$ cat src/rtl/sdram_rmw_engine_pkg.sv
// Shared encodings for the SDRAM read-modify-write engine:
// controller command codes, transform modes and the engine state type.
package sdram_rmw_engine_pkg;

    // Controller command encodings
    localparam logic [1:0] CMD_IDLE  = 2'd0;
    localparam logic [1:0] CMD_READ  = 2'd1;
    localparam logic [1:0] CMD_WRITE = 2'd2;

    // Lane transform modes
    localparam logic [1:0] MODE_ADD    = 2'd0;
    localparam logic [1:0] MODE_SUB    = 2'd1;
    localparam logic [1:0] MODE_INVERT = 2'd2;
    localparam logic [1:0] MODE_PASS   = 2'd3;

    // Engine states share their encoding with the command they drive
    typedef enum logic [1:0] {
        ST_IDLE  = 2'd0,
        ST_READ  = 2'd1,
        ST_WRITE = 2'd2
    } rmw_state_t;

endpackage

$ cat src/rtl/rmw_fifo.sv
// Show-ahead FIFO (DATA_W x DEPTH) holding one burst between its read and
// write phases. o_Q always presents the head word. Pushes while full and
// pops while empty are ignored; the caller flags them.
module rmw_fifo #(
    parameter int DATA_W = 32,
    parameter int DEPTH  = 16
) (
    input  logic              i_Clk,
    input  logic              i_Reset,
    input  logic              i_Push,
    input  logic              i_Pop,
    input  logic [DATA_W-1:0] i_Data,
    output logic [DATA_W-1:0] o_Q,
    output logic              o_Full,
    output logic              o_Empty,
    output logic [((DEPTH > 1) ? $clog2(DEPTH) : 1):0] o_Usedw
);

    localparam int AW      = (DEPTH > 1) ? $clog2(DEPTH) : 1;
    localparam int USEDW_W = AW + 1;

    logic [DATA_W-1:0]  mem [0:(1 << AW)-1];
    logic [AW-1:0]      wr_ptr_reg;
    logic [AW-1:0]      rd_ptr_reg;
    logic [USEDW_W-1:0] count_reg;
    logic               do_push;
    logic               do_pop;

    assign o_Full  = (count_reg == USEDW_W'(DEPTH));
    assign o_Empty = (count_reg == '0);
    assign o_Usedw = count_reg;
    assign do_push = i_Push && !o_Full;
    assign do_pop  = i_Pop && !o_Empty;
    assign o_Q     = mem[rd_ptr_reg];

    // Pointer and occupancy bookkeeping; reset flushes the FIFO
    always_ff @(posedge i_Clk or posedge i_Reset) begin
        if (i_Reset) begin
            wr_ptr_reg <= '0;
            rd_ptr_reg <= '0;
            count_reg  <= '0;
        end else begin
            if (do_push) wr_ptr_reg <= wr_ptr_reg + AW'(1);
            if (do_pop)  rd_ptr_reg <= rd_ptr_reg + AW'(1);
            if (do_push && !do_pop)      count_reg <= count_reg + USEDW_W'(1);
            else if (do_pop && !do_push) count_reg <= count_reg - USEDW_W'(1);
        end
    end

    // Storage array, written only on accepted pushes
    always_ff @(posedge i_Clk) begin
        if (do_push) mem[wr_ptr_reg] <= i_Data;
    end

endmodule

$ cat src/rtl/sdram_rmw_engine.sv
// Read-modify-write SDRAM client. Walks a frame region one burst at a
// time: burst-read into a local FIFO, transform each word lane-wise, then
// burst-write back to the same addresses. Yields the shared bus only
// between bursts.
// Build option: define RMW_SATURATE_EN to make ADD/SUB clamp per lane
// instead of wrapping.
module sdram_rmw_engine
    import sdram_rmw_engine_pkg::*;
#(
    parameter int DATA_W       = 32,
    parameter int LANE_W       = 8,
    parameter int ADDR_W       = 22,
    parameter int BURST_LEN    = 8,
    parameter int BASE_ADDR    = 0,
    parameter int REGION_WORDS = 96000,
    parameter int FIFO_DEPTH   = 16
) (
    input  logic              i_Clk,
    input  logic              i_Reset,
    input  logic              i_Enable,
    input  logic [1:0]        i_Mode,
    input  logic [LANE_W-1:0] i_Operand,
    input  logic              i_SDRAM_Requested,
    output logic              o_SDRAM_Yield,
    output logic [1:0]        o_Command,
    output logic [ADDR_W-1:0] o_Data_Address,
    input  logic              i_Data_Read_Valid,
    input  logic [DATA_W-1:0] i_Data_Read,
    input  logic              i_Data_Write_Done,
    output logic [DATA_W-1:0] o_Data_Write,
    output logic              o_Frame_Done,
    output logic              o_Error
);

    localparam int LANES   = DATA_W / LANE_W;
    localparam int CNT_W   = (BURST_LEN > 1) ? $clog2(BURST_LEN) : 1;
    localparam int FIFO_AW = (FIFO_DEPTH > 1) ? $clog2(FIFO_DEPTH) : 1;

    localparam logic [CNT_W-1:0]  CNT_LAST   = CNT_W'(BURST_LEN - 1);
    localparam logic [ADDR_W-1:0] BASE       = ADDR_W'(BASE_ADDR);
    // Base of the final burst; compared instead of base+BURST_LEN==end to
    // avoid overflow at the top of the address space
    localparam logic [ADDR_W-1:0] LAST_BASE  = ADDR_W'(BASE_ADDR + REGION_WORDS - BURST_LEN);
    localparam logic [ADDR_W-1:0] BURST_STEP = ADDR_W'(BURST_LEN);

    rmw_state_t        state_reg, state_next;
    rmw_state_t        next_op_reg, next_op_next;
    logic [ADDR_W-1:0] addr_reg, addr_next;
    logic [ADDR_W-1:0] base_reg, base_next;
    logic [CNT_W-1:0]  cnt_reg, cnt_next;
    logic              frame_done_reg, frame_done_next;
    logic              error_reg;
    logic [1:0]        mode_reg;
    logic [LANE_W-1:0] operand_reg;
    logic              latch_cfg;
    logic              fifo_push;
    logic              fifo_pop;
    logic [DATA_W-1:0] fifo_q;
    logic              fifo_full;
    logic              fifo_empty;
    logic [FIFO_AW:0]  unused_fifo_usedw;

    // One lane of the transform, modulo 2^LANE_W unless saturating
    function automatic logic [LANE_W-1:0] lane_xform(
        input logic [LANE_W-1:0] lane,
        input logic [1:0]        mode,
        input logic [LANE_W-1:0] op
    );
        logic [LANE_W-1:0] res;
`ifdef RMW_SATURATE_EN
        logic [LANE_W:0]   sum;
        sum = {1'b0, lane} + {1'b0, op};
`endif
        case (mode)
`ifdef RMW_SATURATE_EN
            MODE_ADD:    res = sum[LANE_W] ? '1 : sum[LANE_W-1:0];
            MODE_SUB:    res = (lane < op) ? '0 : lane - op;
`else
            MODE_ADD:    res = lane + op;
            MODE_SUB:    res = lane - op;
`endif
            MODE_INVERT: res = ~lane;
            default:     res = lane;
        endcase
        return res;
    endfunction

    rmw_fifo #(
        .DATA_W (DATA_W),
        .DEPTH  (FIFO_DEPTH)
    ) u_fifo (
        .i_Clk   (i_Clk),
        .i_Reset (i_Reset),
        .i_Push  (fifo_push),
        .i_Pop   (fifo_pop),
        .i_Data  (i_Data_Read),
        .o_Q     (fifo_q),
        .o_Full  (fifo_full),
        .o_Empty (fifo_empty),
        .o_Usedw (unused_fifo_usedw)
    );

    assign o_Command      = state_reg;
    assign o_Data_Address = addr_reg;
    assign o_Frame_Done   = frame_done_reg;
    assign o_Error        = error_reg;
    assign o_SDRAM_Yield  = i_SDRAM_Requested && (o_Command == CMD_IDLE);

    for (genvar gi = 0; gi < LANES; gi++) begin : g_lane
        assign o_Data_Write[gi*LANE_W +: LANE_W] =
            lane_xform(fifo_q[gi*LANE_W +: LANE_W], mode_reg, operand_reg);
    end

    // Burst sequencing: next state, address, base and beat counter
    always_comb begin
        state_next      = state_reg;
        next_op_next    = next_op_reg;
        addr_next       = addr_reg;
        base_next       = base_reg;
        cnt_next        = cnt_reg;
        frame_done_next = 1'b0;
        latch_cfg       = 1'b0;
        fifo_push       = 1'b0;
        fifo_pop        = 1'b0;
        case (state_reg)
            ST_IDLE: begin
                // A pending write always finishes so the FIFO never parks full;
                // a bus request still takes priority
                if (!i_SDRAM_Requested && (i_Enable || next_op_reg == ST_WRITE)) begin
                    state_next = next_op_reg;
                    addr_next  = base_reg;
                    cnt_next   = CNT_LAST;
                    // One transform per frame: sample config at the first read
                    if (next_op_reg == ST_READ && base_reg == BASE) latch_cfg = 1'b1;
                end
            end
            ST_READ: begin
                if (i_Data_Read_Valid) begin
                    fifo_push = 1'b1;
                    addr_next = addr_reg + ADDR_W'(1);
                    if (cnt_reg == '0) begin
                        state_next   = ST_IDLE;
                        next_op_next = ST_WRITE;
                    end else begin
                        cnt_next = cnt_reg - CNT_W'(1);
                    end
                end
            end
            ST_WRITE: begin
                if (i_Data_Write_Done) begin
                    fifo_pop  = 1'b1;
                    addr_next = addr_reg + ADDR_W'(1);
                    if (cnt_reg == '0) begin
                        state_next   = ST_IDLE;
                        next_op_next = ST_READ;
                        if (base_reg == LAST_BASE) begin
                            base_next       = BASE;
                            frame_done_next = 1'b1;
                        end else begin
                            base_next = base_reg + BURST_STEP;
                        end
                    end else begin
                        cnt_next = cnt_reg - CNT_W'(1);
                    end
                end
            end
            default: state_next = ST_IDLE;
        endcase
    end

    // Sequencer registers; reset aborts any burst in flight
    always_ff @(posedge i_Clk or posedge i_Reset) begin
        if (i_Reset) begin
            state_reg      <= ST_IDLE;
            next_op_reg    <= ST_READ;
            addr_reg       <= BASE;
            base_reg       <= BASE;
            cnt_reg        <= '0;
            frame_done_reg <= 1'b0;
        end else begin
            state_reg      <= state_next;
            next_op_reg    <= next_op_next;
            addr_reg       <= addr_next;
            base_reg       <= base_next;
            cnt_reg        <= cnt_next;
            frame_done_reg <= frame_done_next;
        end
    end

    // Frame-wide transform configuration
    always_ff @(posedge i_Clk or posedge i_Reset) begin
        if (i_Reset) begin
            mode_reg    <= MODE_PASS;
            operand_reg <= '0;
        end else if (latch_cfg) begin
            mode_reg    <= i_Mode;
            operand_reg <= i_Operand;
        end
    end

    // Sticky FIFO misuse flag: overflow or pop while empty
    always_ff @(posedge i_Clk or posedge i_Reset) begin
        if (i_Reset) begin
            error_reg <= 1'b0;
        end else if ((fifo_push && fifo_full) || (fifo_pop && fifo_empty)) begin
            error_reg <= 1'b1;
        end
    end

endmodule
$ cat config.mk
export PLATFORM = sky130hd
export DESIGN_NAME = sdram_rmw_engine
export DESIGN_NICKNAME = d
export VERILOG_FILES = /design/src/rtl/sdram_rmw_engine_pkg.sv /design/src/rtl/rmw_fifo.sv /design/src/rtl/sdram_rmw_engine.sv
export SDC_FILE = /design/constraint.sdc
export NUM_CORES = 1
export LEC_CHECK = 0
export ABC_AREA = 1
export ABC_CLOCK_PERIOD_IN_PS = 6600
export CAP_MARGIN = 30
export CORE_ASPECT_RATIO = 0.9
export CORE_MARGIN = 1.5
export CORE_UTILIZATION = 40
export CTS_CLUSTER_DIAMETER = 30
export DETAILED_ROUTE_END_ITERATION = 8
export GPL_TIMING_DRIVEN = 0
export PLACE_DENSITY = 0.66
export SETUP_SLACK_MARGIN = 0.15
export SYNTH_ARGS = -nofsm -noshare
export SYNTH_HDL_FRONTEND = slang
export SYNTH_SLANG_ARGS = --single-unit
export TNS_END_PERCENT = 100
$ cat constraint.sdc
create_clock -name i_Clk -period 6.6 [get_ports i_Clk]
set_input_delay 1.32 -clock i_Clk [delete_from_list [all_inputs] [get_ports i_Clk]]
set_output_delay 1.32 -clock i_Clk [all_outputs]
set_load 0.05 [all_outputs]
==> impl_metrics.ini <==
[place]
place_hpwl_mm = 57.49
gp_congestion = 0.9220
dp.cells = 3252
port_buffers = 106
placed_cell_area_um2 = 28850

[global_routing]
gr-usage-all-layers_pct = 25.69
grt_overflow = 0
use_met2_pct = 39.20
busiest_layer = met2
grt_pass1_wl_mm = 125.4
antenna_found_initial = 2
grt_max_degree = 41
grtUsageMet1_pct = 34.77
first_global_vias = 19350
use_met3_pct = 6.542

[yosys]
synth_warnings = 0
synth_edf_count = 512
synth_cell_types = 55
netlist_instances = 2269
synth.area.top_cells = edfxtp_1 (59%), dfrtp_1 (6.7%), nand2_1 (4.8%)
yosys.area.top_type = edfxtp_1
synth_top_cells_by_count = edfxtp_1 (512), nand2_1 (331), nor2_1 (269)
syn_area_per_cell_um2 = 11.52
synth.cell_area_um2 = 26140
synth_flop_cell = edfxtp_1
ys_seq_area_share_pct = 65.82
synth_top_area_share_pct = 58.82
synthesis.nets = 2371
async_flop_share_pct = 12.48
synth_most_common_cell = edfxtp_1
yosys_register_bits = 585

[clock_network]
clk_latency_ps = 660
clock_sinks = 585
cts_max_level = 3
cts.clk_slew.worst_paths_ps = 60
cts_hold_buf = 0
cts_buffers = 112
root_buffer = clkbuf_16
cts_buffer_depth = 3
cts_tree = built

[cells_and_area]
utilization_pct = 50.98
layout-drive-gt1-share_pct = 15.46
num-nets-final = 2613
ff_latch_area_um2 = 17210
largest_reg_flops = 512
area_growth_pct = 25.63
n_antenna_cell = 0
multiInputGateArea_um2 = 7836
finish.instance_area_um2 = 32840
fin_cells = 3462
n_fill_cell = 5476

[route]
drtPass1Iterations = 5
ant_nets = 0
routedWlPerCell_um = 25.01
drc_errors = 0
drtIter0Drc = 2588
vias = 19960
wirelength_mm = 86.60
via_per_inst = 5.767

[timing]
fin_skew_ps = 26.24
fmax_mhz = 159.0
setup_violations = 0
final-hold-violation-count = 0
report.final.slew_viol_count = 0
grt_setup_unrepaired = false
tns_ps = 0
finalCritPeriodShare_pct = 95.26
min_period_ps = 6287
relSlewSlack_pct = 36.82
worstMarginPinSlew_ps = 945.4

[floorplanning]
die-area_um2 = 66890
fp.dieH_um = 245.5
coreArea_um2 = 64410
ios = 107
fp.dieW_um = 272.5
rows = 88
start_util_pct = 40.58

[setup_path]
crit_chain = buf_2 -> buf_2 -> buf_2 -> o221ai_1 -> nand3_1 -> nand2_1 -> ha_1 -> nand2_1 -> nand2_1 -> a21oi_1 -> or2_2 -> nand3_1 -> nand3_1 -> clkdlybuf4s50_1
crit_type = reg -> out
end_kind = output port
crit_path_top_delay_cell = clkdlybuf4s50_1
critPathLaunchType = register
required_ps = 5280
cp_max_fo = 10
crit_path_max_incr_delay_ps = 850
arrival_ps = 4970

[power_and_ir_drop]
p_leak_nw = 12.12
vdd_ir_drop_max_mv = 0.6209
powerDensity_nw_per_um2 = 556.5

[hold_path]
min_path_type = reg -> reg

[status]
outcome = complete, no violations

[flow_run]
drv_cap = 0
## layout make-up
class,count,area share [%]
flip-flops and latches,585,52.39
multi-input cells,1415,23.86
clock buffers,126,8.886
repair buffers,128,4.527
clock inverters,84,3.258
well taps,855,3.258
plain buffers,117,2.061
inverters,152,1.753
## stage by stage
step | hold slack, ps | power [mW] | worst slack (ps)
after global routing | 523.8 | 18.96 | 170.3
final | 498.7 | 18.28 | 312.6
after global placement | 474.4 | 12.13 | 344.3
after CTS | 496.3 | 18.15 | 168.7
after detailed placement | 483.7 | 12.29 | 526.5
after floorplan | 451.6 | 9.291 | 1933
## timing repair
action / CTS / global route
resized for setup: 22 / 32
setup endpoints to repair: 14 / 18
buffers inserted: 0 / 0
## metal layers
layer	vias to the layer above	part of all wire (%)	wire length, µm
li1	8742	-	-
met1	9755	40	34640
met2	1250	44	38440
met3	215	12	9980
met4	2	4.1	3532
met5	-	0.0081	7
## cell usage in the layout (no fill, tap or decap), types with 28 or more instances in the layout
| master | synthesis | routed |
|---|---|---|
| nand2_1 | 331 | 331 |
| clkbuf_16 | 0 | 114 |
| inv_1 | 129 | 128 |
| o21ai_1 | 36 | 36 |
| dfrtp_1 | 70 | 70 |
| o211ai_1 | 42 | 42 |
| nor2_1 | 269 | 253 |
| o221ai_1 | 68 | 68 |
| nand3_1 | 160 | 160 |
| edfxtp_1 | 512 | 512 |
| a21oi_1 | 60 | 60 |
| clkdlybuf4s50_1 | 0 | 87 |
| o21ai_0 | 208 | 208 |
| buf_2 | 54 | 56 |
| clkbuf_1 | 27 | 28 |
| ha_1 | 49 | 49 |
## kinds of logic (layout without fill, tap and decap cells)
group,count (synthesis),in the layout,synth area share (%)
buffers and inverters,269,607,4.705
and+or+nand+nor,820,820,13.27
adders and majority gates,54,54,2.728
AOI/OAI and AO/OA,494,494,11.78
DFF,585,585,65.82
muxes,16,16,0.6606
xor gates and xnor gates,31,31,1.039
## worst paths after layout
path                       cells after the start                            end                              from  slack (ps)
min                                            2         cnt_reg[2]$_DFFE_PP0P_            cnt_reg[2]$_DFFE_PP0P_         500
min in group asynchronous                      2         cnt_reg[0]$_DFFE_PP0P_                           i_Reset        1080
max reg2reg                                   12  u_fifo.o_Usedw[4]$_DFFE_PP0P_     u_fifo.o_Usedw[1]$_DFFE_PP0P_        3710
max                                           14               o_Data_Write[28]  u_fifo.rd_ptr_reg[2]$_DFFE_PP0P_         310
max in group asynchronous                      3        mode_reg[0]$_DFFE_PP1P_                           i_Reset        4840
min reg2reg                                    2         cnt_reg[2]$_DFFE_PP0P_            cnt_reg[2]$_DFFE_PP0P_         500
## where the power goes
| part | switching (mW) | total (mW) | internal, mW |
|---|---|---|---|
| Combinational | 5.80 | 8.02 | 2.22 |
| Clock | 2.01 | 5.92 | 3.92 |
| Sequential | 0.136 | 4.33 | 4.20 |
## worst max-delay path: cells and delay by family (launching register included)
family	cells	cell delay, ps
compound gates	2	450
simple gates	7	970
fa+ha+maj	1	350
buf+inv	4	2020
flops	1	510
No activity file was read; power rests on OpenSTA's default activity.
